[src/rtl/iter_muldiv_wb.sv]
// Iterative unsigned multiply/divide unit that writes its result into the
// register file through the third (write) port after DATA_WIDTH iterations.
module iter_muldiv_wb #(
  parameter int DATA_WIDTH = 32,
  parameter int ADDR_WIDTH = 5
) (
  input  logic                  clk,
  input  logic                  rst,
  input  logic                  start,
  input  logic [1:0]            op,
  input  logic [DATA_WIDTH-1:0] rs1_data,
  input  logic [DATA_WIDTH-1:0] rs2_data,
  input  logic [ADDR_WIDTH-1:0] rd_addr,
  output logic                  busy,
  output logic                  done,
  output logic                  we3,
  output logic [ADDR_WIDTH-1:0] A3,
  output logic [DATA_WIDTH-1:0] wd3
);

  localparam int W  = DATA_WIDTH;
  localparam int CW = (W > 1) ? $clog2(W) : 1;

  typedef enum logic [1:0] {IDLE, RUN, WB} state_t;

  state_t                state;
  logic [CW-1:0]         count;
  logic [1:0]            op_q;
  logic [ADDR_WIDTH-1:0] rd_q;
  logic [W-1:0]          divisor_q;
  logic [2*W-1:0]        prod;
  logic [W:0]            rem;
  logic [W-1:0]          quo;

  logic [W:0]     mul_sum;
  logic [2*W-1:0] prod_next;
  logic [W:0]     rem_shift;
  logic [W+1:0]   trial;
  logic [W:0]     rem_next;
  logic [W-1:0]   quo_next;
  logic [W-1:0]   result_next;

  // One iteration of both algorithms; only the one selected by op_q is used
  // for the result. The low half of prod starts as the multiplier and is
  // consumed LSB-first; quo starts as the dividend and is consumed MSB-first.
  always_comb begin
    mul_sum   = {1'b0, prod[2*W-1:W]} + (prod[0] ? {1'b0, divisor_q} : {(W+1){1'b0}});
    prod_next = {mul_sum, prod[W-1:1]};

    rem_shift = {rem[W-1:0], quo[W-1]};
    trial     = {1'b0, rem_shift} - {2'b00, divisor_q};
    if (trial[W+1]) begin
      rem_next = rem_shift;
      quo_next = {quo[W-2:0], 1'b0};
    end else begin
      rem_next = trial[W:0];
      quo_next = {quo[W-2:0], 1'b1};
    end

    // A zero divisor never borrows, which yields all-ones / dividend naturally.
    case (op_q)
      2'b00:   result_next = prod_next[W-1:0];
      2'b01:   result_next = prod_next[2*W-1:W];
      2'b10:   result_next = quo_next;
      default: result_next = rem_next[W-1:0];
    endcase
  end

  always_ff @(posedge clk or posedge rst) begin
    if (rst) begin
      state     <= IDLE;
      count     <= '0;
      op_q      <= '0;
      rd_q      <= '0;
      divisor_q <= '0;
      prod      <= '0;
      rem       <= '0;
      quo       <= '0;
      busy      <= 1'b0;
      done      <= 1'b0;
      we3       <= 1'b0;
      A3        <= '0;
      wd3       <= '0;
    end else begin
      case (state)
        IDLE: begin
          if (start) begin
            op_q      <= op;
            rd_q      <= rd_addr;
            divisor_q <= rs2_data;
            prod      <= {{W{1'b0}}, rs1_data};
            quo       <= rs1_data;
            rem       <= '0;
            count     <= '0;
            busy      <= 1'b1;
            state     <= RUN;
          end
        end
        RUN: begin
          prod <= prod_next;
          rem  <= rem_next;
          quo  <= quo_next;
          if (count == CW'(W - 1)) begin
            count <= '0;
            done  <= 1'b1;
            we3   <= (rd_q != '0);
            A3    <= rd_q;
            wd3   <= result_next;
            state <= WB;
          end else begin
            count <= count + 1'b1;
          end
        end
        WB: begin
          done  <= 1'b0;
          we3   <= 1'b0;
          busy  <= 1'b0;
          state <= IDLE;
        end
        default: state <= IDLE;
      endcase
    end
  end

endmodule

[config.mk]
export PLATFORM = sky130hd
export DESIGN_NAME = iter_muldiv_wb
export DESIGN_NICKNAME = d
export VERILOG_FILES = /design/src/rtl/iter_muldiv_wb.sv
export SDC_FILE = /design/constraint.sdc
export NUM_CORES = 1
export LEC_CHECK = 0
export ABC_CLOCK_PERIOD_IN_PS = 12800
export CORE_ASPECT_RATIO = 0.75
export CORE_MARGIN = 4
export CORE_UTILIZATION = 25
export DETAILED_ROUTE_END_ITERATION = 8
export SYNTH_ARGS = -nofsm -noshare
export SYNTH_HDL_FRONTEND = slang
export SYNTH_SLANG_ARGS = --single-unit
[constraint.sdc]
create_clock -name clk -period 12.8 [get_ports clk]
set_input_delay 2.56 -clock clk [delete_from_list [all_inputs] [get_ports clk]]
set_output_delay 2.56 -clock clk [all_outputs]
set_load 0.01 [all_outputs]
# Word-level counts from Yosys, hierarchy flattened

Index checks and enable logic that the tools add are counted.

$add $sub $neg: 3
Divide/modulo/power cells: 0
Bitwise logic cells: 0
Reductions and logical operators: 12
Multiply operators: 0
Eq/ne operators: 7
Shifts and indexed selects: 0
$lt $le $gt $ge: 0
Muxes and demuxes: 22

Operators by type and width:

| kind                                                                   | number |
|---|---|
| 32-bit two-way mux                                                     | 4 |
| 32-bit one-hot mux with 2 select lines                                 | 2 |
| 64-bit one-hot mux with 2 select lines                                 | 1 |
| 32-bit one-hot mux with 3 select lines                                 | 1 |
| 64-bit two-way mux                                                     | 1 |
| 33-bit by 32-bit subtractor with 34-bit output                         | 1 |
| 32-bit by 32-bit adder with 33-bit output                              | 1 |
| 2-bit AND reduction                                                    | 6 |
| 5-bit two-way mux                                                      | 2 |
| 5-bit one-hot mux with 2 select lines                                  | 1 |
| 1-bit one-hot mux with 2 select lines                                  | 3 |
| 2-bit nonzero test                                                     | 3 |
| 5-bit by 1-bit adder with 5-bit output (second input constant)         | 1 |
| 5-bit equality test (second input constant)                            | 1 |
| 5-bit nonzero test                                                     | 1 |
| 2-bit by 1-bit equality test with 1-bit output (second input constant) | 2 |
| 2-bit equality test (second input constant)                            | 2 |
| 2-bit zero test                                                        | 2 |
| 1-bit two-way mux                                                      | 4 |
| 2-bit two-way mux                                                      | 2 |
| 2-bit != test (second input constant)                                  | 2 |
| 2-bit one-hot mux with 2 select lines                                  | 1 |

Input port bits: 74
Memories kept: 0
Register bits after elaboration: 214
Output and inout bits: 40
Bits in latches: 0
ROM bits: 0
Word-level logic and storage cells: 57
Bits in writable memories: 0

# Logic depth before layout (Yosys ltp)

Gate-level depths: netlist (run 1).

Depth after elaboration: 3
Mapped depth: 15
Depth with buffers taken out: 14

# Least setup slack after synthesis (run 1)

Ideal clock, no wire load.

Path kind: input to register
Start point: input port start
End point: register count[2]
Stages: 7
Data arrival time: 3.886 ns
Path slack: 8.832 ns
Setup time: 0.083 ns
Path buffers: 3
Required time: 12.717 ns
Path through: and3_1 clkbuf_1 nor2_1 clkbuf_1 buf_1 o21ai_0 o21ai_0

Word-level cells in the longest chain between the ends: 2

Ends and longest elaborated chain:

| what                                 | RTL line | RTL |
|---|---|---|
| start, declared                      | 9        | `input logic start,` |
| 2-bit != test (no source line)       | --       |  |
| 2-bit AND reduction (no source line) | --       |  |
| end signal, assigned                 | 111      | `count <= count + 1'b1;` |
| end, declared                        | 27       | `logic [CW-1:0] count;` |

No other way between the ends.
A chain may end at the register's enable or synchronous reset.

# Final worst setup path (run 1)

Same ends and word-level chain as after synthesis.

==> results of run 1 <==
## power breakdown
part | total, mW | switching (mW) | internal [mW]
clock | 0.744 | 0.291 | 0.453
sequential | 1.30 | 0.289 | 1.01
combinational | 3.05 | 1.82 | 1.24
## registers in the layout, indices dropped and copies added, names as in the netlist
signal,cells
A3,5
busy,1
count,5
divisor_q,32
done,1
op_q,2
prod,64
quo,32
rd_q,5
rem,32
state,2
wd3,32
we3,1
## kinds of logic after synthesis
logic type,after synthesis,synth area share
fa+ha+maj,68,0.0677
mux,38,0.0324
simple gates,411,0.151
flops,214,0.419
xor+xnor,57,0.0390
buf+inv,137,0.0414
compound gates,454,0.250
## final timing paths
kind / startpoint / end / slack (ns) / cells past startpoint
hold reg to reg: A3[4] / A3[4] / 0.48 / 2
hold / removal: A3[4] / A3[4] / 0.48 / 2
max in group asynchronous: rst / op_q[0] / 8.49 / 3
min in group asynchronous: rst / prod[7] / 2.65 / 2
setup / recovery: start / count[2] / 8.05 / 6
setup reg to reg: prod[0] / wd3[24] / 8.83 / 13
## final cells by class
cell class | instances | area share
clock buffers | 36 | 0.0471
multi-input cells | 1028 | 0.449
well taps | 657 | 0.0534
inverters | 56 | 0.0141
clock inverters | 8 | 0.00861
flip-flops and latches | 214 | 0.348
repair buffers | 126 | 0.0797
## through the flow
step                       util  std cells
after floorplan               -       1379
after global placement    0.289       2081
after detailed placement  0.289       2081
after CTS                 0.306       2125
after global routing      0.306       2125
final                     0.306       2125
## worst max-delay path: cells and delay by family
family / cells / cell delay, ns
compound gates: 2 / 0.30
simple gates: 2 / 0.94
buf+inv: 2 / 1.30
## layer usage
layer	vias to the layer above	GRT usage	wire length, microns
li1	5180	-	-
met1	5339	0.228	20700
met2	363	0.209	16700
met3	41	0.0244	2890
met4	0	0.0223	602
met5	-	0	0
## layout by cell type, fill, tap and decap left out, drive strengths merged, types with 6 or more instances in the layout
cell type and count:
a211oi 13, a21o 27, a21oi 78, a221o 73, a22o 28, a22oi 6
a31oi 16, and2 66, and3 9, buf 13, clkbuf 36, clkdlybuf4s50 113
dfrtp 214, ha 66, inv 57, mux2 7, mux2i 29, nand2 183
nand2b 18, nand3 34, nand4 9, nor2 59, nor2b 8, nor3 10
o211ai 10, o21ai 133, o21bai 9, o221ai 8, o31ai 8, or2 6
xnor2 34, xor2 23
==> flow_summary_export.csv, run 1 <==
group,metric,value,unit
placed_design,hpwl,30000,microns
cts,cts_root_buf,"clkbuf_16",
cts,cts_setup_buffers,0,
timing,max_freq,211,MHz
die,fp.dieH,204,microns
routing,vias_per_cell,5.14,
cts,clk_latency,0.53,ns
finish,nFillCells,5176,
timing,relSlewSlack,0.275,
grt,grt_max_degree,142,
power_and_ir_drop,p_leak,6.67,nW
synthesis,yosysSeqAreaShare,0.419,
synthesis,synth_edf_count,0,
grt,antenna_found_initial,0,
cts,path_clk_slew,0.06,ns
synthesis,syn_area_per_cell,9.27,sq um
timing,finClkSkew,0.0231,ns
power_and_ir_drop,total_power,5.10,mW
synthesis,syn-cell-area,0.0128,sq mm
setup_path,endpoint_kind,"flip-flop",
timing,finalSetupViolations,0,
run_status,status,"complete, no violations",
setup_path,cp-start-kind,"input port",
routing,first_iter_violations,988,
placed_design,portBuffers,113,
die,die_w,269,microns
setup_path,critPathMaxFanout,91,
finish,final_layout_size_suffix_gt1_frac,0.0579,
setup_path,worstPathCellList,"clkdlybuf4s50_1 > and3_4 > nor2_4 > buf_4 > o21ai_0 > o21ai_0",
timing,fin_crit,4.75,ns
finish,multiInputGateArea,0.00692,sq mm
synthesis,yosysTopAreaCellShare,0.419,
cts,holdBufCountCts,0,
die,core,0.0504,sq mm
synthesis,yosys_register_bits,214,
finish,layout.nets,1592,
routing,drtPass1Iterations,7,
grt,gr-usage-all-layers,0.145,
placed_design,preCtsSetupSlack,7.50,ns
setup_path,critPathMaxStageDelay,0.86,ns
synthesis,synthCells,1379,
setup_path,cpMaxStageDelayCell,"buf_4",
die,start_util,0.254,
power_and_ir_drop,vdd_drop_max,0.000132,V
grt,grt_pass1_vias,10600,
finish,design_area,0.0154,sq mm
job,maxCapViolations,0,
cts,htree_levels,1,
routing,routed_wl,40900,microns
timing,worst_slew_pin_slew,1.09,ns
routing,post_drt_wl_per_cell,19.2,microns
synthesis,ys_types,70,
grt,grt_overflow,0,
synthesis,synth_top_area_cell,"dfrtp_1",
min_path,hold_path.class,"reg2reg",
synthesis,syn-num-nets,1521,
setup_path,critPathKind,"in2reg",
placed_design,place_area,0.0145,sq mm
synthesis,netlist_top_cells_area,"dfrtp_1 (42%), ha_1 (6.5%), a221o_1 (5.7%), nand2_1 (5.4%), o21ai_0 (5.0%)",
setup_path,arrival,5.21,ns
cts,tritoncts,"done",
cts,cts_buffers,24,
synthesis,synth_common_cells,"dfrtp_1 (214), nand2_1 (183), o21ai_0 (128)",
cts,cts-resized-gates,0,
placed_design,gp_congestion,0.910,
synthesis,ys_warn_count,0,
die,fp-row-count,71,
setup_path,cp_common_cell,"o21ai_0",
timing,hold_violations,0,
cts,clkSinkCount,214,
setup_path,cp.required,13.26,ns
power_and_ir_drop,power_density,331,mW/mm^2
grt,grt_pass1_wl,63600,microns
die,die-area,0.0549,sq mm
die,ios,114,
timing,finalCritPeriodShare,0.371,
finish,syn_to_final_growth,20.5,%
finish,num_antenna_cells,0,
routing,postRouteAntennaNets,0,
synthesis,synth.most_common_cell,"dfrtp_1",
timing,drv_slew,0,
timing,whs,0.480,ns
timing,tns,0,ns
routing,dr_total_vias,10900,
finish,seq_area,0.00536,sq mm
synthesis,synthFlopType,"dfrtp_1",
routing,drc,0,
synthesis,synth_async_sr_flop_share,1.00,
cts,clockBufferDepth,3,
timing,fin_ws,8.05,ns
timing,rsz0062_at_grt,"false",
No activity file was read; power rests on OpenSTA's default activity.
==> inputs of run 2 (changes only) <==
- ABC_CLOCK_PERIOD_IN_PS: 12800 -> 4100
- clock period: 12.8 -> 4.1 ns (I/O delays scaled with it)
==> run 2 against run 1 <==
- register-to-register slack worse by 8.4 ns
- utilization up 0.36 points
- clock power grew to 3.4 times the previous value
- largest cell class unchanged
- largest power group unchanged
==> flow_summary_export.csv, run 2 (synthesis gave the netlist of run 1 again) <==
group,metric,value,unit
run_status,status,"complete, no violations",
setup_path,cp.required,4.52,ns
routing,drc,0,
routing,drtPass1Iterations,5,
finish,syn_to_final_growth,21.9,%
cts,clkSinkCount,214,
grt,gr-usage-all-layers,0.152,
cts,clockBufferDepth,3,
die,die-area,0.0549,sq mm
setup_path,r2r_start,"prod[0]",
setup_path,rrSetupSlack,0.39,ns
grt,grt_pass1_vias,10900,
cts,cts_root_buf,"clkbuf_16",
die,ios,114,
timing,fin_crit,3.71,ns
grt,grt_max_degree,140,
routing,postRouteAntennaNets,0,
finish,largest_register,"prod",
routing,post_drt_wl_per_cell,20.0,microns
finish,final_common_cell,"dfrtp_1",
timing,finalCritPeriodShare,0.906,
grt,grt_overflow,0,
job,maxCapViolations,0,
routing,vias_per_cell,5.15,
setup_path,rr_endpoint,"wd3[21]",
die,start_util,0.254,
die,fp-row-count,71,
setup_path,critPathKind,"reg2reg",
setup_path,arrival,4.14,ns
placed_design,hpwl,31500,microns
power_and_ir_drop,vdd_drop_max,0.000377,V
finish,nFillCells,5175,
finish,final_layout_size_suffix_gt1_frac,0.0688,
timing,finalSetupViolations,0,
setup_path,r2r_cells,13,
routing,dr_total_vias,11000,
timing,hold_violations,0,
cts,cts_buffers,27,
setup_path,critPathMaxFanout,12,
setup_path,crit_start,"prod[0]",
finish,layout.nets,1606,
cts,htree_levels,1,
routing,routed_wl,42800,microns
grt,antenna_found_initial,0,
setup_path,cp-start-kind,"flip-flop",
setup_path,endpoint_kind,"flip-flop",
setup_path,endpoint,"wd3[21]",
timing,max_freq,269,MHz
cts,tritoncts,"done",
timing,worst_slew_pin_slew,1.05,ns
finish,num_antenna_cells,0,
timing,drv_slew,0,
placed_design,gp_congestion,0.905,
timing,whs,0.474,ns
cts,cts_setup_buffers,0,
timing,rsz0062_at_grt,"false",
timing,tns,0,ns
timing,finClkSkew,0.0128,ns
min_path,hold_path.class,"reg2reg",
timing,relSlewSlack,0.299,
power_and_ir_drop,p_leak,6.76,nW
placed_design,portBuffers,113,
routing,first_iter_violations,1124,
cts,clk_latency,0.55,ns
cts,path_clk_slew,0.06,ns
finish,mostFrequentLayoutCells,"dfrtp_1 (213), nand2_1 (183), o21ai_0 (127), clkdlybuf4s50_1 (113), a21oi_1 (76)",
die,die_w,269,microns
die,fp.dieH,204,microns
power_and_ir_drop,power_density,1050,mW/mm^2
finish,largest_register_ffs,64,
die,core,0.0504,sq mm
grt,grt_pass1_wl,66800,microns
-- run 2: critical path: stages, from the launching register on --
cell       delay, ns
dfrtp_1         0.49
and2_1          0.24
ha_1            0.19
inv_1           0.05
fa_1            0.39
nor2b_1         0.18
o2111ai_1       0.17
a21oi_1         0.21
o21ai_1         0.21
o21ai_0         0.47
a22oi_1         0.18
xnor2_1         0.21
mux2_2          0.29
a221o_1         0.32
-- run 2: area by class of cell --
cell class                 count  area (sq um)  share of cell area
clock buffer                  34           752              0.0482
timing repair buffer         137          1340              0.0857
tap                          657           822              0.0527
clock inverter                14           184              0.0118
multi-input combinational   1028          6920               0.444
sequential                   214          5360               0.344
inverter                      56           214              0.0137
-- run 2: timing repair --
| item | in CTS | in global routing |
|---|---|---|
| hold buffers | 0 | 0 |
| hold endpoints to repair | 0 | 0 |
| resized for setup | 0 | 1 |
| endpoints found under the setup margin | 0 | 2 |
-- run 2: layer usage --
layer	share of wire	GRT usage
met4	0.016	0.0266
met2	0.40	0.212
met3	0.074	0.0298
met5	0	0
met1	0.51	0.243
-- run 2: worst min-delay path by stage --
stage	start	end	cells after the start
finish	A3[1]	A3[1]	2
global route	A3[1]	A3[1]	2
CTS	A3[1]	A3[1]	2
detailed placement	A3[1]	A3[1]	2
global placement	A3[1]	A3[1]	2
floorplan	rd_q[2]	A3[2]	2
-- run 2: metrics by stage --
step | setup slack, ns | cell area (sq um) | power, mW | instances | util
after floorplan | 0.496 | 12800 | 10.6 | 1379 | -
final | 0.387 | 15600 | 16.4 | 2140 | 0.309
after CTS | 0.411 | 15600 | 16.2 | 2140 | 0.309
after global routing | 0.0687 | 15600 | 17.6 | 2140 | 0.309
after global placement | 0.510 | 14700 | 13.5 | 2092 | 0.291
after detailed placement | 0.450 | 14700 | 13.6 | 2092 | 0.291
-- run 2: power by group --
part / internal (mW) / switching, mW
Clock: 1.54 / 0.963
Sequential: 3.16 / 0.960
Combinational: 3.99 / 5.76
